<file path="src/rtl/fifo_write_ctrl_if.sv">
// Write-side bundle of the dual-clock FIFO: client request/flush inputs,
// the read-domain Gray pointer, and the RAM strobe and flag outputs.
interface fifo_write_ctrl_if #(
  parameter int ADDR_WIDTH = 4
);
  logic                  flush;
  logic                  wr_enable;
  logic                  clr_overflow;
  logic [ADDR_WIDTH:0]   rd_ptr_gray;
  logic                  fifo_wr_enable;
  logic [ADDR_WIDTH-1:0] wr_addr;
  logic [ADDR_WIDTH:0]   wr_ptr_gray;
  logic                  full;
  logic                  almost_full;
  logic [ADDR_WIDTH:0]   wr_count;
  logic                  overflow;

  modport master (
    output flush, wr_enable, clr_overflow, rd_ptr_gray,
    input  fifo_wr_enable, wr_addr, wr_ptr_gray, full, almost_full, wr_count, overflow
  );

  modport slave (
    input  flush, wr_enable, clr_overflow, rd_ptr_gray,
    output fifo_wr_enable, wr_addr, wr_ptr_gray, full, almost_full, wr_count, overflow
  );
endinterface

</file>
<file path="src/rtl/fifo_write_ctrl.sv">
// Write-domain pointer/flag controller of the dual-clock FIFO: binary+Gray write
// pointer, read-pointer synchroniser, registered full/almost_full/count, overflow, flush.
module fifo_write_ctrl #(
  parameter int ADDR_WIDTH   = 4,
  parameter int SYNC_STAGES  = 2,
  parameter int AFULL_THRESH = 12
) (
  input  logic              w_clk,
  input  logic              wresetn,
  fifo_write_ctrl_if.slave  bus
);

  localparam int PW = ADDR_WIDTH + 1;
  // Gray of (ptr + DEPTH) is Gray of ptr with its two top bits inverted.
  localparam logic [PW-1:0] FULL_MASK = PW'(3) << (PW - 2);

  typedef enum logic { RUN, FLUSH } state_t;

  state_t        state;
  logic [PW-1:0] wr_bin;
  logic [PW-1:0] wr_gray;
  logic [PW-1:0] sync_q [SYNC_STAGES];
  logic [PW-1:0] rq;
  logic [PW-1:0] rbin;
  logic [PW-1:0] wb_n;
  logic [PW-1:0] count_n;
  logic          full_n;
  logic          afull_n;
  logic          wr_go;
  logic          ovf_set;
  logic          full_q;
  logic          afull_q;
  logic [PW-1:0] count_q;
  logic          ovf_q;

  function automatic logic [PW-1:0] bin2gray(input logic [PW-1:0] b);
    return b ^ (b >> 1);
  endfunction

  function automatic logic [PW-1:0] gray2bin(input logic [PW-1:0] g);
    logic [PW-1:0] b;
    b[PW-1] = g[PW-1];
    for (int i = PW - 2; i >= 0; i--) b[i] = b[i+1] ^ g[i];
    return b;
  endfunction

  assign rq      = sync_q[SYNC_STAGES-1];
  assign rbin    = gray2bin(rq);
  assign wr_go   = bus.wr_enable & ~full_q & (state == RUN) & ~bus.flush;
  assign ovf_set = bus.wr_enable &  full_q & (state == RUN) & ~bus.flush;

  // NOTE: every always_comb output gets a value up front, so no path can infer a latch.
  always_comb begin
    wb_n    = wr_bin + PW'(wr_go);
    count_n = wb_n - rbin;
    full_n  = (bin2gray(wb_n) == (rq ^ FULL_MASK));
    afull_n = (count_n >= PW'(AFULL_THRESH));
  end

  // Read pointer crosses from r_clk; flush deliberately leaves these flops alone.
  // NOTE: the synchroniser is a small flop chain, not RAM, so it takes the async reset.
  always_ff @(posedge w_clk or negedge wresetn) begin
    if (!wresetn) begin
      for (int i = 0; i < SYNC_STAGES; i++) sync_q[i] <= '0;
    end else begin
      sync_q[0] <= bus.rd_ptr_gray;
      for (int i = 1; i < SYNC_STAGES; i++) sync_q[i] <= sync_q[i-1];
    end
  end

  // NOTE: sequential state uses non-blocking assignments only, so every flop sees pre-edge values.
  always_ff @(posedge w_clk or negedge wresetn) begin
    if (!wresetn) begin
      state   <= RUN;
      wr_bin  <= '0;
      wr_gray <= '0;
      full_q  <= 1'b0;
      afull_q <= 1'b0;
      count_q <= '0;
      ovf_q   <= 1'b0;
    end else begin
      if (ovf_set)               ovf_q <= 1'b1;
      else if (bus.clr_overflow) ovf_q <= 1'b0;

      case (state)
        RUN: begin
          if (bus.flush) begin
            state   <= FLUSH;
            wr_bin  <= '0;
            wr_gray <= '0;
            count_q <= '0;
            afull_q <= 1'b0;
            full_q  <= 1'b1;
          end else begin
            wr_bin  <= wb_n;
            wr_gray <= bin2gray(wb_n);
            full_q  <= full_n;
            count_q <= count_n;
            afull_q <= afull_n;
          end
        end
        FLUSH: begin
          // Leave only once the read side shows an all-zero pointer.
          if (!bus.flush && rq == '0) begin
            state  <= RUN;
            full_q <= 1'b0;
          end
        end
        default: state <= RUN;
      endcase
    end
  end

  assign bus.fifo_wr_enable = wr_go;
  assign bus.wr_addr        = wr_bin[ADDR_WIDTH-1:0];
  assign bus.wr_ptr_gray    = wr_gray;
  assign bus.full           = full_q;
  assign bus.almost_full    = afull_q;
  assign bus.wr_count       = count_q;
  assign bus.overflow       = ovf_q;

endmodule
</file>
<file path="src/flat_wrapper.sv">
// flat-port wrapper written by rule: the top's interface ports become plain ports
module fifo_write_ctrl_flat 
#(
  parameter int ADDR_WIDTH   = 4,
  parameter int SYNC_STAGES  = 2,
  parameter int AFULL_THRESH = 12
)
  (w_clk, wresetn, bus_flush, bus_wr_enable, bus_clr_overflow, bus_rd_ptr_gray, bus_fifo_wr_enable, bus_wr_addr, bus_wr_ptr_gray, bus_full, bus_almost_full, bus_wr_count, bus_overflow);
  fifo_write_ctrl_if #(.ADDR_WIDTH(ADDR_WIDTH)) bus_i ();
  input  logic w_clk;
  input  logic wresetn;
  input wire logic [$bits(bus_i.flush)-1:0] bus_flush;
  input wire logic [$bits(bus_i.wr_enable)-1:0] bus_wr_enable;
  input wire logic [$bits(bus_i.clr_overflow)-1:0] bus_clr_overflow;
  input wire logic [$bits(bus_i.rd_ptr_gray)-1:0] bus_rd_ptr_gray;
  output wire logic [$bits(bus_i.fifo_wr_enable)-1:0] bus_fifo_wr_enable;
  output wire logic [$bits(bus_i.wr_addr)-1:0] bus_wr_addr;
  output wire logic [$bits(bus_i.wr_ptr_gray)-1:0] bus_wr_ptr_gray;
  output wire logic [$bits(bus_i.full)-1:0] bus_full;
  output wire logic [$bits(bus_i.almost_full)-1:0] bus_almost_full;
  output wire logic [$bits(bus_i.wr_count)-1:0] bus_wr_count;
  output wire logic [$bits(bus_i.overflow)-1:0] bus_overflow;
  assign bus_i.flush = bus_flush;
  assign bus_i.wr_enable = bus_wr_enable;
  assign bus_i.clr_overflow = bus_clr_overflow;
  assign bus_i.rd_ptr_gray = bus_rd_ptr_gray;
  assign bus_fifo_wr_enable = bus_i.fifo_wr_enable;
  assign bus_wr_addr = bus_i.wr_addr;
  assign bus_wr_ptr_gray = bus_i.wr_ptr_gray;
  assign bus_full = bus_i.full;
  assign bus_almost_full = bus_i.almost_full;
  assign bus_wr_count = bus_i.wr_count;
  assign bus_overflow = bus_i.overflow;
  fifo_write_ctrl #(.ADDR_WIDTH(ADDR_WIDTH), .SYNC_STAGES(SYNC_STAGES), .AFULL_THRESH(AFULL_THRESH)) u_core (.w_clk(w_clk), .wresetn(wresetn), .bus(bus_i));
endmodule
</file>
<file path="config.mk">
export PLATFORM = sky130hd
export DESIGN_NAME = fifo_write_ctrl_flat
export DESIGN_NICKNAME = d
export VERILOG_FILES = /design/src/rtl/fifo_write_ctrl_if.sv /design/src/rtl/fifo_write_ctrl.sv /design/src/flat_wrapper.sv
export SDC_FILE = /design/constraint.sdc
export NUM_CORES = 1
export LEC_CHECK = 0
export ABC_CLOCK_PERIOD_IN_PS = 7000
export BUFFER_PORTS_ARGS = -buffer_cell sky130_fd_sc_hd__buf_4
export CAP_MARGIN = 30
export CORE_ASPECT_RATIO = 0.9
export CORE_MARGIN = 3
export CORE_UTILIZATION = 58
export CTS_CLUSTER_SIZE = 10
export DETAILED_ROUTE_END_ITERATION = 10
export GPL_TIMING_DRIVEN = 0
export PLACE_DENSITY = 0.81
export SYNTH_ARGS = -nofsm -noshare
export SYNTH_HDL_FRONTEND = slang
export SYNTH_SLANG_ARGS = --single-unit
</file>
<file path="constraint.sdc">
create_clock -name w_clk -period 7 [get_ports w_clk]
set_input_delay 0.35 -clock w_clk [delete_from_list [all_inputs] [get_ports w_clk]]
set_output_delay 0.35 -clock w_clk [all_outputs]
set_load 0.05 [all_outputs]
</file>
# After elaboration in Yosys (flattened, before gate mapping)

Cells that the tools add are included.
W data, S select, Z words.

Input port bits: 10
Word-level logic and storage cells: 45
Register bits after elaboration: 29
Output and inout bits: 18

Magnitude comparators: 1
Reductions and logical operators: 4
Bitwise logic cells: 15
Multiplexer cells: 12
Add/sub/neg operators: 2
Eq/ne operators: 2

Operators with widths:

| kind                 | number |
|---|---|
| $mux W5              | 3 |
| $mux W1              | 7 |
| $and A1 B1 Y1        | 6 |
| $add A5 B1 Y5        | 1 |
| $eq A5 B5 Y1         | 1 |
| $ge A5 B4 Y1 const B | 1 |
| $logic_not A5 Y1     | 1 |
| $sub A5 B5 Y5        | 1 |
| $xor A5 B4 Y5        | 1 |
| $pmux W1 S2          | 2 |
| $xor A1 B1 Y1        | 4 |
| $not A1 Y1           | 3 |
| $ne A2 B2 Y1 const B | 1 |
| $not A2 Y2           | 1 |
| $reduce_bool A2 Y1   | 1 |
| $logic_and A1 B1 Y1  | 1 |
| $logic_not A1 Y1     | 1 |

# Depth between registers and ports, before layout

Word-level depth: 9
Mapped depth: 14
Depth with buffers taken out: 13

# Least setup slack after synthesis

OpenSTA, ideal clock, no wires.

Kind: reg2reg
Start point: register u_core.state
End point: register u_core.afull_q, in the netlist u_core.bus.almost_full
Data required time: 6,874 ps
Path buffers: 2
Period minus slack after synthesis: 4,177 ps
Cell stages (with the launch flop): 14
Slack: 2,823 ps
Arrival: 4,051 ps
Setup time: 126 ps
Cell sequence: dfrtp_1 > clkbuf_1 > nor2_1 > nand2_1 > nor2_1 > ha_1 > ha_1 > clkbuf_1 > xor2_1 > ha_1 > and4_1 > a21oi_1 > or4b_1 > a221o_1

Longest elaborated chain between the ends: 7

RTL lines:

| what                       | RTL line               | RTL |
|---|---|---|
| start, declared            | fifo_write_ctrl.sv:19  | `state_t state;` |
| start signal, assigned     | fifo_write_ctrl.sv:74  | `state <= RUN;` |
| start signal, assigned     | fifo_write_ctrl.sv:88  | `state <= FLUSH;` |
| start signal, assigned     | fifo_write_ctrl.sv:105 | `state <= RUN;` |
| $not A1 Y1                 | fifo_write_ctrl.sv:49  | `assign wr_go = bus.wr_enable & ~full_q & (state == RUN) & ~bus.flush;` |
| $and A1 B1 Y1 (2 in a row) | fifo_write_ctrl.sv:49  |  |
| via bus_fifo_wr_enable     | flat_wrapper.sv:16     | `output wire logic [$bits(bus_i.fifo_wr_enable)-1:0] bus_fifo_wr_enable;` |
| $add A5 B1 Y5              | fifo_write_ctrl.sv:54  | `wb_n = wr_bin + PW'(wr_go);` |
| $sub A5 B5 Y5              | fifo_write_ctrl.sv:55  | `count_n = wb_n - rbin;` |
| $ge A5 B4 Y1               | fifo_write_ctrl.sv:57  | `afull_n = (count_n >= PW'(AFULL_THRESH));` |
| $mux W1                    | fifo_write_ctrl.sv:87  | `if (bus.flush) begin` |
| end signal, assigned       | fifo_write_ctrl.sv:99  | `afull_q <= afull_n;` |
| end, declared              | fifo_write_ctrl.sv:32  | `logic afull_q;` |

The timed path passes the listed nets, and every way through them passes these cells.
A chain may end at the register's enable or synchronous reset.

# Worst setup path in the final report

Start point: register u_core.state
End point: register u_core.afull_q, in the netlist u_core.bus.almost_full

Longest elaborated chain between the ends: 7

RTL lines:

| what                       | RTL line |
|---|---|
| $not A1 Y1                 | fifo_write_ctrl.sv:49 |
| $and A1 B1 Y1 (2 in a row) | fifo_write_ctrl.sv:49 |
| $add A5 B1 Y5              | fifo_write_ctrl.sv:54 |
| $sub A5 B5 Y5              | fifo_write_ctrl.sv:55 |
| $ge A5 B4 Y1               | fifo_write_ctrl.sv:57 |
| $mux W1                    | fifo_write_ctrl.sv:87 |

Parallel ways exist; a longest one is shown, timed or not.

==> metrics.cfg <==
[finish]
register_area_sq_um = 700.7
fin_cells = 197
layout.nets = 187
syn2layout_area_growth_pct = 20.64
drive_above_1_share = 0.2059
diodes = 0
multi_input_area_sq_um = 701.9
n_fill_cell = 147
utilization = 0.7659

[pwr]
power_leakage_nw = 0.8348
power.density_nw_per_um2 = 285.8
peakVddDrop_uv = 207.1

[logic_synthesis]
synthDistinctLibCells = 38
ys_ff_latch = 28
synth-seq-area-share = 0.4836
syn_area_sq_um = 1449
synth_area_per_cell_sq_um = 10.50
synth_top_cell_by_area = dfrtp_1
synth.area.top_cells = dfrtp_1, xnor2_1, ha_1
synth_top_area_share = 0.4836
synthCells = 138
yosysWarnings = 0
syn-num-nets = 154

[detailed_routing]
wl_um = 3061
drt_first_pass_iters = 4
wire_per_inst_um = 15.54
vias = 1124
vias_per_cell = 5.706
drc_errors = 0
dr.first_iter.drc_count = 41
ant_nets = 0

[die]
design.die.area_sq_um = 3135
row_count = 16
start_util = 0.6349
die-width_um = 58.69
boundaryPins = 28
coreArea_sq_um = 2282
die_h_um = 53.42

[cts]
cts_tree = yes
h-tree-depth = 1
numClockSinks = 28
clock-root-buffer = clkbuf_4
clockBufferDepth = 2
cts_buffers = 3
cts.repair.resized = 0
worstSkewPairLatency_ns = 0.34
clk_pin_slew_ns = 0.16

[grt]
grt_use_total = 0.2207
grt_antenna_before_repair = 0
grt_overflow = 0
grt_pass1_wl_um = 5037
grt_max_degree = 29
grt_pass1_vias = 1116

[sta]
whs_ns = 0.1183
grt_setup_unrepaired = no
max_slew_margin = 0.5154
post-route-min-period_ns = 4.321
fmax_ghz = 0.2314
maxSlewViolCount = 0
worst_pin_slew_ns = 0.7242
skew_ns = 0.02083
setup_viol = 0
fin_tns_setup_ns = 0
hold_viol = 0
fin_crit_sh = 0.6173

[outcome]
status = finished, final reports clean

[setup_path]
worst_r2r_endpoint = u_core.bus.almost_full
rrSetupSlack_ns = 2.68
end_kind = flop
worst_ep_required_time_ns = 7.25
start_kind = flop
worstSetupPathType = flop to flop
crit_path_max_fanout = 10
critical_path_arrival_ns = 4.57
r2r-start = u_core.state
r2r.worst_path.cells = 13

[worst_hold_path]
hp-start = bus_rd_ptr_gray[4]
hold_end = u_core.sync_q[9]
worstHoldPathType = input port to flop
hold_path_depth = 1

[run]
cap_violations = 0

[placed_design]
gp_congestion = 0.8305
numPortBuffers = 27
hpwl_um = 2158
place_inst = 192

flip-flops by register name (all words and copies together) (netlist names):
register	count
u_core.rq	5
u_core.state	1
u_core.bus.overflow	1
u_core.bus.wr_count	5
u_core.bus.full	1
u_core.wr_bin	4
u_core.sync_q	5
u_core.bus.almost_full	1
u_core.bus.wr_ptr_gray	5
final cells by class:
class,instances,area share
Inverter,4,0.008590
Clock buffer,3,0.01288
Sequential cell,28,0.4009
Buffer,8,0.01790
Timing Repair Buffer,28,0.1217
Clock inverter,1,0.01718
Multi-Input combinational cell,98,0.4016
Tap cell,27,0.01933
where the power goes:
part           switching, W  internal (W)
logic              0.000125     0.0000667
clock network     0.0000488     0.0000579
registers         0.0000162      0.000185
cell usage in the layout, fill, tap and decap left out, types with 3 or more instances in the layout:
| cell | count |
|---|---|
| a21oi_1 | 5 |
| a22o_1 | 3 |
| a31oi_1 | 3 |
| buf_4 | 27 |
| clkbuf_1 | 6 |
| clkbuf_4 | 3 |
| dfrtp_1 | 28 |
| ha_1 | 6 |
| inv_1 | 4 |
| nand2_1 | 14 |
| nand2b_1 | 4 |
| nand3_1 | 4 |
| nor2_1 | 7 |
| o21ai_0 | 3 |
| o21ai_1 | 7 |
| xnor2_1 | 12 |
| xor2_1 | 4 |
metrics by stage:
step	cell area (sq um)	worst slack [ns]	power, W
2_1_floorplan	1449	2.823	0.0003378
3_3_place_gp	1685	2.985	0.0003912
3_5_place_dp	1685	2.825	0.0003958
4_1_cts	1748	2.789	0.0005021
5_1_grt	1748	2.581	0.0005243
6_report	1748	2.679	0.0004996
metal layers:
layer,track usage,vias up,share of wire
met4,0.08302,0,0.0082
li1,-,543,-
met2,0.3680,37,0.47
met5,0,-,0
met3,0.05610,2,0.051
met1,0.2754,542,0.47
worst max-delay path, stage by stage, from the launching register on:
cell      delay [ns]
dfrtp_1         0.40
clkbuf_1        0.21
nor2_1          0.62
nand2_1         0.11
nor2_1          0.21
ha_1            0.30
ha_1            0.19
clkbuf_1        0.31
xor2_1          0.40
ha_1            0.38
and4_1          0.23
a21oi_1         0.13
or4b_1          0.47
a221o_1         0.30
cells in the mapped netlist:
| master | count |
|---|---|
| a2111oi_0 | 1 |
| a211oi_1 | 1 |
| a21boi_1 | 1 |
| a21o_1 | 2 |
| a21oi_1 | 5 |
| a221o_1 | 1 |
| a22o_1 | 3 |
| a31oi_1 | 3 |
| a41oi_1 | 1 |
| and4_1 | 1 |
| buf_1 | 1 |
| buf_2 | 1 |
| clkbuf_1 | 6 |
| dfrtp_1 | 28 |
| ha_1 | 6 |
| inv_1 | 4 |
| mux2_1 | 1 |
| mux2i_1 | 2 |
| nand2_1 | 14 |
| nand2b_1 | 4 |
| nand3_1 | 4 |
| nor2_1 | 7 |
| nor2b_1 | 2 |
| nor3_1 | 1 |
| nor3b_1 | 1 |
| o2111a_1 | 1 |
| o21ai_0 | 3 |
| o21ai_1 | 7 |
| o21bai_1 | 1 |
| o31ai_1 | 2 |
| o41ai_1 | 1 |
| or2_2 | 1 |
| or3_1 | 1 |
| or4b_1 | 1 |
| xnor2_1 | 12 |
| xnor2_2 | 2 |
| xnor3_1 | 1 |
| xor2_1 | 4 |
kinds of logic (layout without fill, tap and decap cells):
| group | count (synthesis) | count (layout) | share of synthesized area |
|---|---|---|---|
| and+or+nand+nor | 37 | 37 | 0.1244 |
| buffers and inverters | 12 | 44 | 0.03194 |
| AOI/OAI and AO/OA | 33 | 33 | 0.1520 |
| DFF | 28 | 28 | 0.4836 |
| muxes | 3 | 3 | 0.02159 |
| adders and majority gates | 6 | 6 | 0.05181 |
| xor gates and xnor gates | 19 | 19 | 0.1347 |
timing repair:
item,in CTS,in global routing
hold endpoints to repair,28,0
setup buffers,0,0
hold buffers,1,0
worst max-delay path by stage:
stage,start,to,slack [ns]
after floorplan,u_core.state,u_core.bus.almost_full,2.82
after global placement,u_core.state,u_core.bus.almost_full,2.99
after detailed placement,u_core.state,u_core.bus.almost_full,2.82
after CTS,u_core.state,u_core.bus.almost_full,2.79
after global routing,u_core.state,u_core.bus.almost_full,2.58
final,u_core.state,u_core.bus.almost_full,2.68
No activity file was read; power rests on OpenSTA's default activity.
